`config.mk`:
```
export PLATFORM = sky130hd
export DESIGN_NAME = regfile_write_scheduler
export DESIGN_NICKNAME = d
export VERILOG_FILES = /design/src/rtl/rf_pkg.sv /design/src/rtl/rr_pick2.sv /design/src/rtl/regfile_write_scheduler.sv
export SDC_FILE = /design/constraint.sdc
export NUM_CORES = 1
export LEC_CHECK = 0
export ABC_CLOCK_PERIOD_IN_PS = 10950
export CELL_PAD_IN_SITES_DETAIL_PLACEMENT = 1
export CELL_PAD_IN_SITES_GLOBAL_PLACEMENT = 1
export CORE_MARGIN = 2
export CORE_UTILIZATION = 38
export CTS_BUF_LIST = sky130_fd_sc_hd__clkbuf_8
export DETAILED_ROUTE_END_ITERATION = 10
export HOLD_SLACK_MARGIN = 0.06
export PLACE_DENSITY = 0.89
export SETUP_SLACK_MARGIN = 0.2
export SLEW_MARGIN = 20
export SYNTH_ARGS = -nofsm -noshare
export SYNTH_HDL_FRONTEND = slang
export SYNTH_SLANG_ARGS = --single-unit
```
`constraint.sdc`:
```
create_clock -name iClock -period 10.95 [get_ports iClock]
set_input_delay 1.095 -clock iClock [delete_from_list [all_inputs] [get_ports iClock]]
set_output_delay 1.095 -clock iClock [all_outputs]
set_load 0.01 [all_outputs]
```
`src/rtl/rf_pkg.sv`:
```
// rf_pkg: register-file geometry and the {addr, data} write-bus layout
// shared by the register file, the write-back scheduler and the pipeline.
package rf_pkg;

  localparam int RF_ADDR_W   = 5;
  localparam int RF_DATA_W   = 16;
  localparam int RF_DEPTH    = 32;
  localparam int RF_WBUS_W   = RF_ADDR_W + RF_DATA_W;

  // Write-bus field placement: address in [20:16], data in [15:0].
  localparam int WB_ADDR_LSB = 16;
  localparam int WB_DATA_LSB = 0;

  // Build a write-bus word from its address and data fields.
  function automatic logic [RF_WBUS_W-1:0] rf_wbus_pack(
    input logic [RF_ADDR_W-1:0] addr,
    input logic [RF_DATA_W-1:0] data
  );
    logic [RF_WBUS_W-1:0] bus;
    bus = '0;
    bus[WB_ADDR_LSB +: RF_ADDR_W] = addr;
    bus[WB_DATA_LSB +: RF_DATA_W] = data;
    return bus;
  endfunction

  // Extract the address field of a write-bus word.
  function automatic logic [RF_ADDR_W-1:0] rf_wbus_addr(
    input logic [RF_WBUS_W-1:0] bus
  );
    return bus[WB_ADDR_LSB +: RF_ADDR_W];
  endfunction

  // One-hot decode of a register address, qualified by an enable.
  function automatic logic [RF_DEPTH-1:0] rf_decode(
    input logic [RF_ADDR_W-1:0] addr,
    input logic                 en
  );
    logic [RF_DEPTH-1:0] hot;
    hot       = '0;
    hot[addr] = en;
    return hot;
  endfunction

endpackage

```
`src/rtl/rr_pick2.sv`:
```
// rr_pick2: combinational round-robin picker that selects up to two
// requesters per cycle. The second winner must target a different register
// than the first, because the two register-file ports commit in a fixed
// order and a same-cycle double write to one register is not allowed.
module rr_pick2
  import rf_pkg::*;
#(
  parameter int NUM_REQ = 4,
  parameter int ADDR_W  = RF_ADDR_W,
  parameter int IDX_W   = $clog2(NUM_REQ)
) (
  input  logic [NUM_REQ-1:0]        valid,
  input  logic [NUM_REQ*ADDR_W-1:0] addrs,
  input  logic [IDX_W-1:0]          rr_ptr,
  output logic                      g0_valid,
  output logic [IDX_W-1:0]          g0_idx,
  output logic                      g1_valid,
  output logic [IDX_W-1:0]          g1_idx
);

  logic [ADDR_W-1:0] addr_arr [NUM_REQ];

  // Unpack the flat address bus into one entry per requester.
  always_comb begin
    for (int k = 0; k < NUM_REQ; k++) begin
      addr_arr[k] = addrs[k*ADDR_W +: ADDR_W];
    end
  end

  // Walk requesters starting at rr_ptr; first valid wins port 1, the next
  // valid one with a different address wins port 2. Skipped same-address
  // requesters simply keep waiting.
  always_comb begin
    int               pos;
    logic [IDX_W-1:0] sel;
    logic [ADDR_W-1:0] g0_addr;
    g0_valid = 1'b0;
    g0_idx   = '0;
    g1_valid = 1'b0;
    g1_idx   = '0;
    g0_addr  = '0;
    pos      = 0;
    sel      = '0;
    for (int k = 0; k < NUM_REQ; k++) begin
      pos = int'(rr_ptr) + k;
      if (pos >= NUM_REQ) begin
        pos = pos - NUM_REQ;
      end
      sel = IDX_W'(pos);
      if (valid[sel]) begin
        if (!g0_valid) begin
          g0_valid = 1'b1;
          g0_idx   = sel;
          g0_addr  = addr_arr[sel];
        end else if (!g1_valid && (addr_arr[sel] != g0_addr)) begin
          g1_valid = 1'b1;
          g1_idx   = sel;
        end
      end
    end
  end

endmodule

```
`src/rtl/regfile_write_scheduler.sv`:
```
// regfile_write_scheduler: arbitrates the write-back requesters onto the two
// register-file write ports with round-robin fairness, registers the port
// controls and exports a mask of registers with a write in flight.
module regfile_write_scheduler
  import rf_pkg::*;
#(
  parameter int NUM_REQ = 4,
  parameter int ADDR_W  = RF_ADDR_W,
  parameter int DATA_W  = RF_DATA_W
) (
  input  logic                      iClock,
  input  logic                      iReset,
  input  logic                      iHold,
  input  logic [NUM_REQ-1:0]        iReqValid,
  input  logic [NUM_REQ*ADDR_W-1:0] iReqAddr,
  input  logic [NUM_REQ*DATA_W-1:0] iReqData,
  output logic [NUM_REQ-1:0]        oReqReady,
  output logic                      oWritePort1,
  output logic                      oWritePort2,
  output logic [ADDR_W+DATA_W-1:0]  oRegWrite1,
  output logic [ADDR_W+DATA_W-1:0]  oRegWrite2,
  output logic [RF_DEPTH-1:0]       oPendingMask
);

  localparam int IDX_W  = $clog2(NUM_REQ);
  localparam int WBUS_W = ADDR_W + DATA_W;

  logic [ADDR_W-1:0] req_addr [NUM_REQ];
  logic [DATA_W-1:0] req_data [NUM_REQ];

  logic              g0_valid;
  logic [IDX_W-1:0]  g0_idx;
  logic              g1_valid;
  logic [IDX_W-1:0]  g1_idx;
  logic              grant_go;

  logic [IDX_W-1:0]  rr_ptr_q, rr_ptr_d;
  logic              wr1_en_q, wr1_en_d;
  logic              wr2_en_q, wr2_en_d;
  logic [WBUS_W-1:0] wr1_q, wr1_d;
  logic [WBUS_W-1:0] wr2_q, wr2_d;

  // Successor of a requester index with wrap at NUM_REQ.
  function automatic logic [IDX_W-1:0] next_idx(input logic [IDX_W-1:0] idx);
    if (idx == IDX_W'(NUM_REQ - 1)) begin
      return '0;
    end
    return idx + 1'b1;
  endfunction

  // Unpack the flat request buses into per-requester fields.
  always_comb begin
    for (int k = 0; k < NUM_REQ; k++) begin
      req_addr[k] = iReqAddr[k*ADDR_W +: ADDR_W];
      req_data[k] = iReqData[k*DATA_W +: DATA_W];
    end
  end

  rr_pick2 #(
    .NUM_REQ (NUM_REQ),
    .ADDR_W  (ADDR_W),
    .IDX_W   (IDX_W)
  ) u_pick (
    .valid    (iReqValid),
    .addrs    (iReqAddr),
    .rr_ptr   (rr_ptr_q),
    .g0_valid (g0_valid),
    .g0_idx   (g0_idx),
    .g1_valid (g1_valid),
    .g1_idx   (g1_idx)
  );

  // No grants while held or while reset is asserted.
  assign grant_go = iReset && !iHold && g0_valid;

  // Ready is the combinational grant vector for this cycle.
  always_comb begin
    oReqReady = '0;
    if (grant_go) begin
      oReqReady[g0_idx] = 1'b1;
      if (g1_valid) begin
        oReqReady[g1_idx] = 1'b1;
      end
    end
  end

  // Next port contents and pointer; an idle port keeps its data field and
  // drops its enable. r0 writes take a slot but never enable a port.
  always_comb begin
    wr1_en_d = 1'b0;
    wr2_en_d = 1'b0;
    wr1_d    = wr1_q;
    wr2_d    = wr2_q;
    rr_ptr_d = rr_ptr_q;
    if (grant_go) begin
      wr1_d    = rf_wbus_pack(req_addr[g0_idx], req_data[g0_idx]);
      wr1_en_d = (req_addr[g0_idx] != '0);
      rr_ptr_d = next_idx(g0_idx);
      if (g1_valid) begin
        wr2_d    = rf_wbus_pack(req_addr[g1_idx], req_data[g1_idx]);
        wr2_en_d = (req_addr[g1_idx] != '0);
        rr_ptr_d = next_idx(g1_idx);
      end
    end
  end

  // Port registers and round-robin pointer; reset discards any in-flight write.
  always_ff @(posedge iClock or negedge iReset) begin
    if (!iReset) begin
      rr_ptr_q <= '0;
      wr1_en_q <= 1'b0;
      wr2_en_q <= 1'b0;
      wr1_q    <= '0;
      wr2_q    <= '0;
    end else begin
      rr_ptr_q <= rr_ptr_d;
      wr1_en_q <= wr1_en_d;
      wr2_en_q <= wr2_en_d;
      wr1_q    <= wr1_d;
      wr2_q    <= wr2_d;
    end
  end

  assign oWritePort1 = wr1_en_q;
  assign oWritePort2 = wr2_en_q;
  assign oRegWrite1  = wr1_q;
  assign oRegWrite2  = wr2_q;

  // Pending mask marks registers whose write is still uncommitted.
  assign oPendingMask = rf_decode(rf_wbus_addr(wr1_q), wr1_en_q)
                      | rf_decode(rf_wbus_addr(wr2_q), wr2_en_q);

endmodule

```
==> impl_results.md, run 1 <==
* GR Util met1 at 31.35%
* CTS tree: built
* Worst skew pair latency at 0.31 ns
* Port-buffer cells at 170
* Sequential-to-total area share from yosys stat at 20.96%
* Asr flop ratio synth at 100.0%
* Combinational Power Share at 79.2%
* Psw at 1.058 mW
* Synthesis-stage register bit count at 46
* 1st-pass router iterations at 7
* Outcome: completed
* Core Rows at 43
* FF/Latch Area at 1152 um2
* Startpoint types: input port
* Most frequent cells in the layout: clkdlybuf4s50_1 (169), nand2_1 (158), mux2i_1 (46), a21oi_1 (46), dfrtp_1 (45)
* Number of H-tree levels at 2
* Crit path DAT at 6.00 ns
* Avg WL per Cell at 20.83 um
* Top Usage Layer GRT: met2
* Peak supply drop at 137.0 uV
* Max incr delay on CP at 0.89 ns
* Total core area at 13990 um2
* Slack of the critical path at 3.850 ns
* # hold bufs at CTS at 0
* Slew Viols, Final at 0
* RePlAce Congestion at 0.9816
* Total power at 2.093 mW
* Mapped Cells at 691
* Mapped cell area at 5493 um2
* Total Routed Length at 20.87 mm
* Top_reg_cell synth: dfrtp_1
* Ratio of cells with drive above 1 in the final layout at 11.07%
* Power Dens Cells at 287.9 nW/um2
* DR iter-0 viols at 398
* Max Clock Freq at 140.8 MHz
* RSZ-0062 raised after global routing: no
* Minimum clock period at 7.100 ns
* Via density at 6.142
* Yosys cell types at 73
* DP HPWL at 15.52 mm
* R2r setup slk at 6.09 ns
* Multi-input logic area at 4003 um2
* Largest net degree at the start of global routing at 71
* Vias in the first global route at 6397
* Drt drc at 0
* Initial antenna violation count at 0
* DIE HEIGHT at 124.2 um
* Die area at 15430 um2
* Worst rel slew slack at 29.99%
* Area growth, synth to finish at 32.39%
* Tot GR Track Use at 26.10%
* Net Count, Synth at 791
* Total Nets Final at 923
* Remaining global-route overflow at 0
* ANT cells at 0
* DIE WIDTH at 124.2 um
* Hold Path Class: reg2reg
* Crit-path leading delay family: buffers and inverters
* P_leak at 2.916 nW
* Total Negative Setup Slacks at 0 ns
* Final Cycle Share at 64.84%
* Critical Path End Type: primary output
* CTS buffer count at 5
* Syn Area/Cell at 7.949 um2
* Synth warn at 0
* Initial Util at 39.27%
* Fillers at 1651
* Clk pwr share at 5.2%
* Skew final at 0.008755 ns
* Most common cell after layout, fill and taps aside: clkdlybuf4s50_1
* Slowest stage cell, crit path: clkdlybuf4s50_1
* Sequential share of power at 15.6%
* First-pass GRT wire length at 33.42 mm
* Root buffer cell: clkbuf_8
* Sw frac at 50.54%
* Critical Path, Cell by Cell: clkdlybuf4s50_1 > and4bb_1 > or4_4 > nand2_1 > mux2_2 > a31oi_4 > a21boi_2 > nand2_1 > a21o_2 > inv_1 > ha_1 > a21oi_1 > nor2_1 > clkdlybuf4s50_1
* Max Cap Violations at 0
* Clock transition at path regs at 0.08 ns
* WP buf/inv at 3
* Largest fanout on the critical path at 37
* Post-CTS Setup Inserts at 0
* Setup CP Type: in2out
* CP required at 9.86 ns
* Met3 GRT Util at 5.422%
* CTS Buffer Depth at 2
* Worst slew pin tran at 1.050 ns
* Routed Antenna Nets at 0
* Dpl cells at 996
* Pre-CTS setup slack at 3.883 ns
* Via count at 6154
* Endpoints failing hold at 0
* Sink Count at 46
* Met2 GRT Util at 46.03%
* Int Power at 1.035 mW
* Final setup viols at 0
* Fin cells at 1002
* Post-synth EDFFs at 0
* Ports at 171
* Post-CTS sizing at 0
-- cells by family (layout without fill, tap and decap cells) --
family / count (synthesis) / count (layout) / share of synthesized area (%)
AOI/OAI and AO/OA: 193 / 193 / 22.60
xor gates and xnor gates: 8 / 8 / 1.276
adders and majority gates: 9 / 9 / 2.050
buffers and inverters: 65 / 196 / 6.674
DFF: 46 / 46 / 20.96
muxes: 99 / 99 / 23.01
and+or+nand+nor: 271 / 271 / 23.44
-- sequential cells by signal (all words and copies together) (netlist names) --
name and flops:
rr_ptr_q 2, oWritePort2 1, oRegWrite1 21, oRegWrite2 21, oWritePort1 1
-- synth_stat cells, types with 6 or more instances --
| library cell | instances | area share (%) |
|---|---|---|
| o211ai_1 | 7 | 0.96 |
| nor3_1 | 6 | 0.55 |
| dfrtp_1 | 46 | 21 |
| clkbuf_1 | 33 | 2.3 |
| ha_1 | 9 | 2.1 |
| o22ai_1 | 33 | 3.8 |
| nand3_1 | 22 | 2.0 |
| a21oi_1 | 46 | 4.2 |
| mux2_2 | 23 | 4.7 |
| o21ai_1 | 22 | 2.0 |
| o21ai_0 | 34 | 3.1 |
| nand3b_1 | 11 | 1.5 |
| a31oi_1 | 7 | 0.80 |
| xor2_1 | 6 | 0.96 |
| mux4_2 | 15 | 6.2 |
| mux2_4 | 10 | 2.7 |
| inv_1 | 8 | 0.55 |
| nand4_1 | 13 | 1.5 |
| mux2i_1 | 46 | 8.4 |
| nand2_1 | 158 | 11 |
| a211oi_1 | 7 | 0.96 |
| nor2_1 | 26 | 1.8 |
| buf_6 | 7 | 1.4 |
| buf_4 | 7 | 0.96 |
-- worst paths after layout --
kind	end	cells past startpoint	startpoint
min in group asynchronous	oRegWrite1[5]$_DFFE_PN0P_	2	iReset
max	oReqReady[1]	14	iReqValid[1]
min	oRegWrite1[13]$_DFFE_PN0P_	2	oRegWrite1[13]$_DFFE_PN0P_
max in group asynchronous	rr_ptr_q[0]$_DFFE_PN0P_	2	iReset
max reg2reg	rr_ptr_q[1]$_DFFE_PN0P_	12	rr_ptr_q[0]$_DFFE_PN0P_
min reg2reg	oRegWrite1[13]$_DFFE_PN0P_	2	oRegWrite1[13]$_DFFE_PN0P_
-- per-stage QoR --
stage / utilization [%] / hold WS (ns) / area [um2]
after floorplan: - / 0.5162 / 5493
after global placement: 51.39 / 0.4620 / 7188
after detailed placement: 51.39 / 0.4758 / 7188
after CTS: 51.98 / 0.4961 / 7271
after global routing: 51.99 / 0.5226 / 7272
final: 51.99 / 0.4880 / 7272
-- routing by layer --
metal	wire length (um)	vias to the layer above
li1	-	2812
met1	8546	3060
met2	10380	239
met3	1259	43
met4	684	0
met5	0	-
-- worst min-delay path, delay by kind of cell (launching register included) --
family	cells	cell delay [ns]
compound gates	1	0.06
flops	1	0.35
simple gates	1	0.05
-- area by class of cell --
| class | instances | area share [%] |
|---|---|---|
| Sequential cell | 46 | 15.85 |
| Inverter | 12 | 0.7226 |
| Tap cell | 180 | 3.097 |
| Multi-Input combinational cell | 580 | 55.04 |
| Timing Repair Buffer | 178 | 24.16 |
| Clock buffer | 6 | 1.136 |
-- power groups by stage --
stage | Clock, mW | Sequential, mW | Combinational (mW)
6_report | 0.108 | 0.327 | 1.66
5_1_grt | 0.116 | 0.343 | 1.80
4_1_cts | 0.111 | 0.327 | 1.65
3_5_place_dp | 0 | 0.328 | 1.64
3_3_place_gp | 0 | 0.322 | 1.57
2_1_floorplan | 0 | 0.349 | 1.17
Power figures use the tool's default switching activity.
==> run 2, diff against run 1 <==
--- a/config.mk
+++ b/config.mk
@@ -5,15 +5,15 @@
 export SDC_FILE = /design/constraint.sdc
 export NUM_CORES = 1
 export LEC_CHECK = 0
-export ABC_CLOCK_PERIOD_IN_PS = 10950
+export ABC_CLOCK_PERIOD_IN_PS = 7000
 export CELL_PAD_IN_SITES_DETAIL_PLACEMENT = 1
 export CELL_PAD_IN_SITES_GLOBAL_PLACEMENT = 1
 export CORE_MARGIN = 2
-export CORE_UTILIZATION = 38
+export CORE_UTILIZATION = 35
 export CTS_BUF_LIST = sky130_fd_sc_hd__clkbuf_8
 export DETAILED_ROUTE_END_ITERATION = 10
 export HOLD_SLACK_MARGIN = 0.06
-export PLACE_DENSITY = 0.89
+export PLACE_DENSITY = 0.83
 export SETUP_SLACK_MARGIN = 0.2
 export SLEW_MARGIN = 20
 export SYNTH_ARGS = -nofsm -noshare
==> constraint.sdc (replaced) <==
create_clock -name iClock -period 7 [get_ports iClock]
set_input_delay 0.7 -clock iClock [delete_from_list [all_inputs] [get_ports iClock]]
set_output_delay 0.7 -clock iClock [all_outputs]
set_load 0.01 [all_outputs]
==> run 2 against run 1 <==
- combinational power rose by 54%
- cell area rose by 1.2%
- clock skew rose by 0.0030 ns
==> impl_results.md, run 2 (synthesis results as in run 1) <==
* Outcome: completed
* P_leak at 2.941 nW (+0.85%)
* Post-CTS Setup Inserts at 0 (unchanged)
* Worst slew pin tran at 1.092 ns (+0.04155 ns)
* Via count at 6081 (-1.2%)
* 1st-pass router iterations at 5 (-2)
* CTS buffer count at 5 (unchanged)
* Ports at 171 (unchanged)
* Tot GR Track Use at 24.45% (-1.6 points)
* Initial antenna violation count at 0 (unchanged)
* Multi-input logic area at 4001 um2 (about the same)
* Largest fanout on the critical path at 20 (-46%)
* Drt drc at 0 (unchanged)
* Vias in the first global route at 6252 (-2.3%)
* Avg WL per Cell at 19.99 um (-4.0%)
* Total Routed Length at 20.77 mm (-0.49%)
* Final setup viols at 0 (unchanged)
* Peak supply drop at 189.0 uV (+38%)
* Most frequent cells in the layout: clkdlybuf4s50_1 (169), nand2_1 (158), mux2i_1 (46), a21oi_1 (46), dfrtp_1 (45)
* FF/Latch Area at 1152 um2 (unchanged)
* Hold Path Class: reg2reg
* Max Cap Violations at 0 (unchanged)
* ANT cells at 0 (unchanged)
* Sink Count at 46 (unchanged)
* Power Dens Cells at 449.1 nW/um2 (+56%)
* Most common cell after layout, fill and taps aside: clkdlybuf4s50_1
* Endpoints failing hold at 0 (unchanged)
* RePlAce Congestion at 0.9225 (-6.0%)
* Root buffer cell: clkbuf_8
* Slew Viols, Final at 0 (unchanged)
* Worst rel slew slack at 25.34% (-4.7 points)
* Fin area at 7356 um2 (+1.2%)
* Routed Antenna Nets at 0 (unchanged)
* Final Cycle Share at 89.90%
* Largest net degree at the start of global routing at 51 (-28%)
* Skew final at 0.01172 ns (+0.002969 ns)
* Crit path DAT at 5.59 ns (-0.41 ns)
* Minimum clock period at 6.293 ns
* Die area at 16710 um2 (+8.3%)
* DP Area at 7249 um2 (+0.85%)
* Hold WS at 0.4844 ns (-0.003526 ns)
* RSZ-0062 raised after global routing: no
* Via density at 5.853 (-4.7%)
* Setup CP Type: in2out
* Post-CTS sizing at 0 (unchanged)
* Total Negative Setup Slacks at 0 ns (unchanged)
* Total core area at 15260 um2 (+9.1%)
* Core Rows at 45 (+4.7%)
* Worst r2r src: rr_ptr_q[0]$_DFFE_PN0P_
* # hold bufs at CTS at 0 (unchanged)
* Remaining global-route overflow at 0 (unchanged)
* Clock transition at path regs at 0.08 ns (about the same)
* Fillers at 1871 (+13%)
* CTS tree: built
* Initial Util at 36.00% (-3.3 points)
* First-pass GRT wire length at 32.87 mm (-1.6%)
* Worst skew pair latency at 0.31 ns (about the same)
* DP HPWL at 15.79 mm (+1.7%)
* CP required at 6.30 ns (-3.56 ns)
* Ratio of cells with drive above 1 in the final layout at 11.71% (+0.64 points)
* Hold path start: oRegWrite1[13]$_DFFE_PN0P_
* Total Nets Final at 927 (+0.43%)
* Critical Path End Type: primary output
* Port-buffer cells at 170 (unchanged)
* Area growth, synth to finish at 33.92%
* Crit path from: iReqValid[1]
* CTS Buffer Depth at 2 (unchanged)
* Max Clock Freq at 158.9 MHz
* DIE WIDTH at 129.3 um (+4.1%)
* DIE HEIGHT at 129.3 um (+4.1%)
* Number of H-tree levels at 2 (unchanged)
* DR iter-0 viols at 446 (+12%)
* Startpoint types: input port
run 2: cell types whose count changed in the layout (fill, tap and decap cells not counted):
| cell | before | now |
|---|---|---|
| a2111oi_0 | 0 | 1 |
| buf_6 | 0 | 1 |
| clkinv_2 | 0 | 1 |
| a2111oi_1 | 1 | 0 |
| clkinvlp_4 | 0 | 1 |
| buf_4 | 8 | 11 |
run 2: cell type report:
| class | count | area share, % |
|---|---|---|
| well taps | 211 | 3.589 |
| clock buffers | 6 | 1.123 |
| flip-flops and latches | 46 | 15.67 |
| repair buffers | 182 | 24.34 |
| multi-input cells | 580 | 54.40 |
| clock inverters | 2 | 0.1701 |
| inverters | 12 | 0.7144 |
run 2: final timing paths:
check / end / cells past startpoint / slack [ns]
worst min register to register: oRegWrite1[13]$_DFFE_PN0P_ / 2 / 0.48
min in group asynchronous: oRegWrite1[13]$_DFFE_PN0P_ / 2 / 0.49
worst min-delay path: oRegWrite1[13]$_DFFE_PN0P_ / 2 / 0.48
worst max-delay path: oReqReady[0] / 14 / 0.71
worst max register to register: oRegWrite2[2]$_DFFE_PN0P_ / 11 / 2.18
max in group asynchronous: rr_ptr_q[0]$_DFFE_PN0P_ / 2 / 6.05
run 2: per-layer routing:
metal / global-route usage [%] / routed length, um / up-vias
li1: - / - / 2832
met1: 30.57 / 8489 / 2996
met2: 43.37 / 10390 / 217
met3: 4.335 / 1388 / 36
met4: 6.650 / 505 / 0
met5: 0 / 0 / -
run 2: worst max-delay path, cell delays in order:
cell,delay (ns)
clkdlybuf4s50_1,0.90
and4bb_1,0.33
o41ai_1,0.70
nand3_1,0.18
o211ai_1,0.17
o211a_2,0.28
a21boi_2,0.10
or2_1,0.35
o32ai_4,0.73
inv_8,0.18
ha_1,0.26
a21oi_1,0.15
nor2_1,0.06
clkdlybuf4s50_1,0.47
run 2: report_power, final:
part           internal (mW)  total, mW  switching (mW)  leakage, nW
logic                   1.16       2.56            1.40         2.32
registers              0.393      0.570           0.176        0.571
clock network         0.0795      0.175          0.0952       0.0472
total                   1.63       3.30            1.67         2.94
run 2: metrics by stage:
stage | total power [mW] | utilization, % | setup slack, ns | instances
detailed placement | 3.110 | 47.51 | 0.7701 | 1030
global placement | 3.007 | 47.51 | 0.9034 | 1030
floorplan | 2.372 | - | 2.609 | 691
global route | 3.577 | 48.21 | 0.4877 | 1039
finish | 3.303 | 48.21 | 0.7071 | 1039
CTS | 3.303 | 48.13 | 0.7585 | 1038
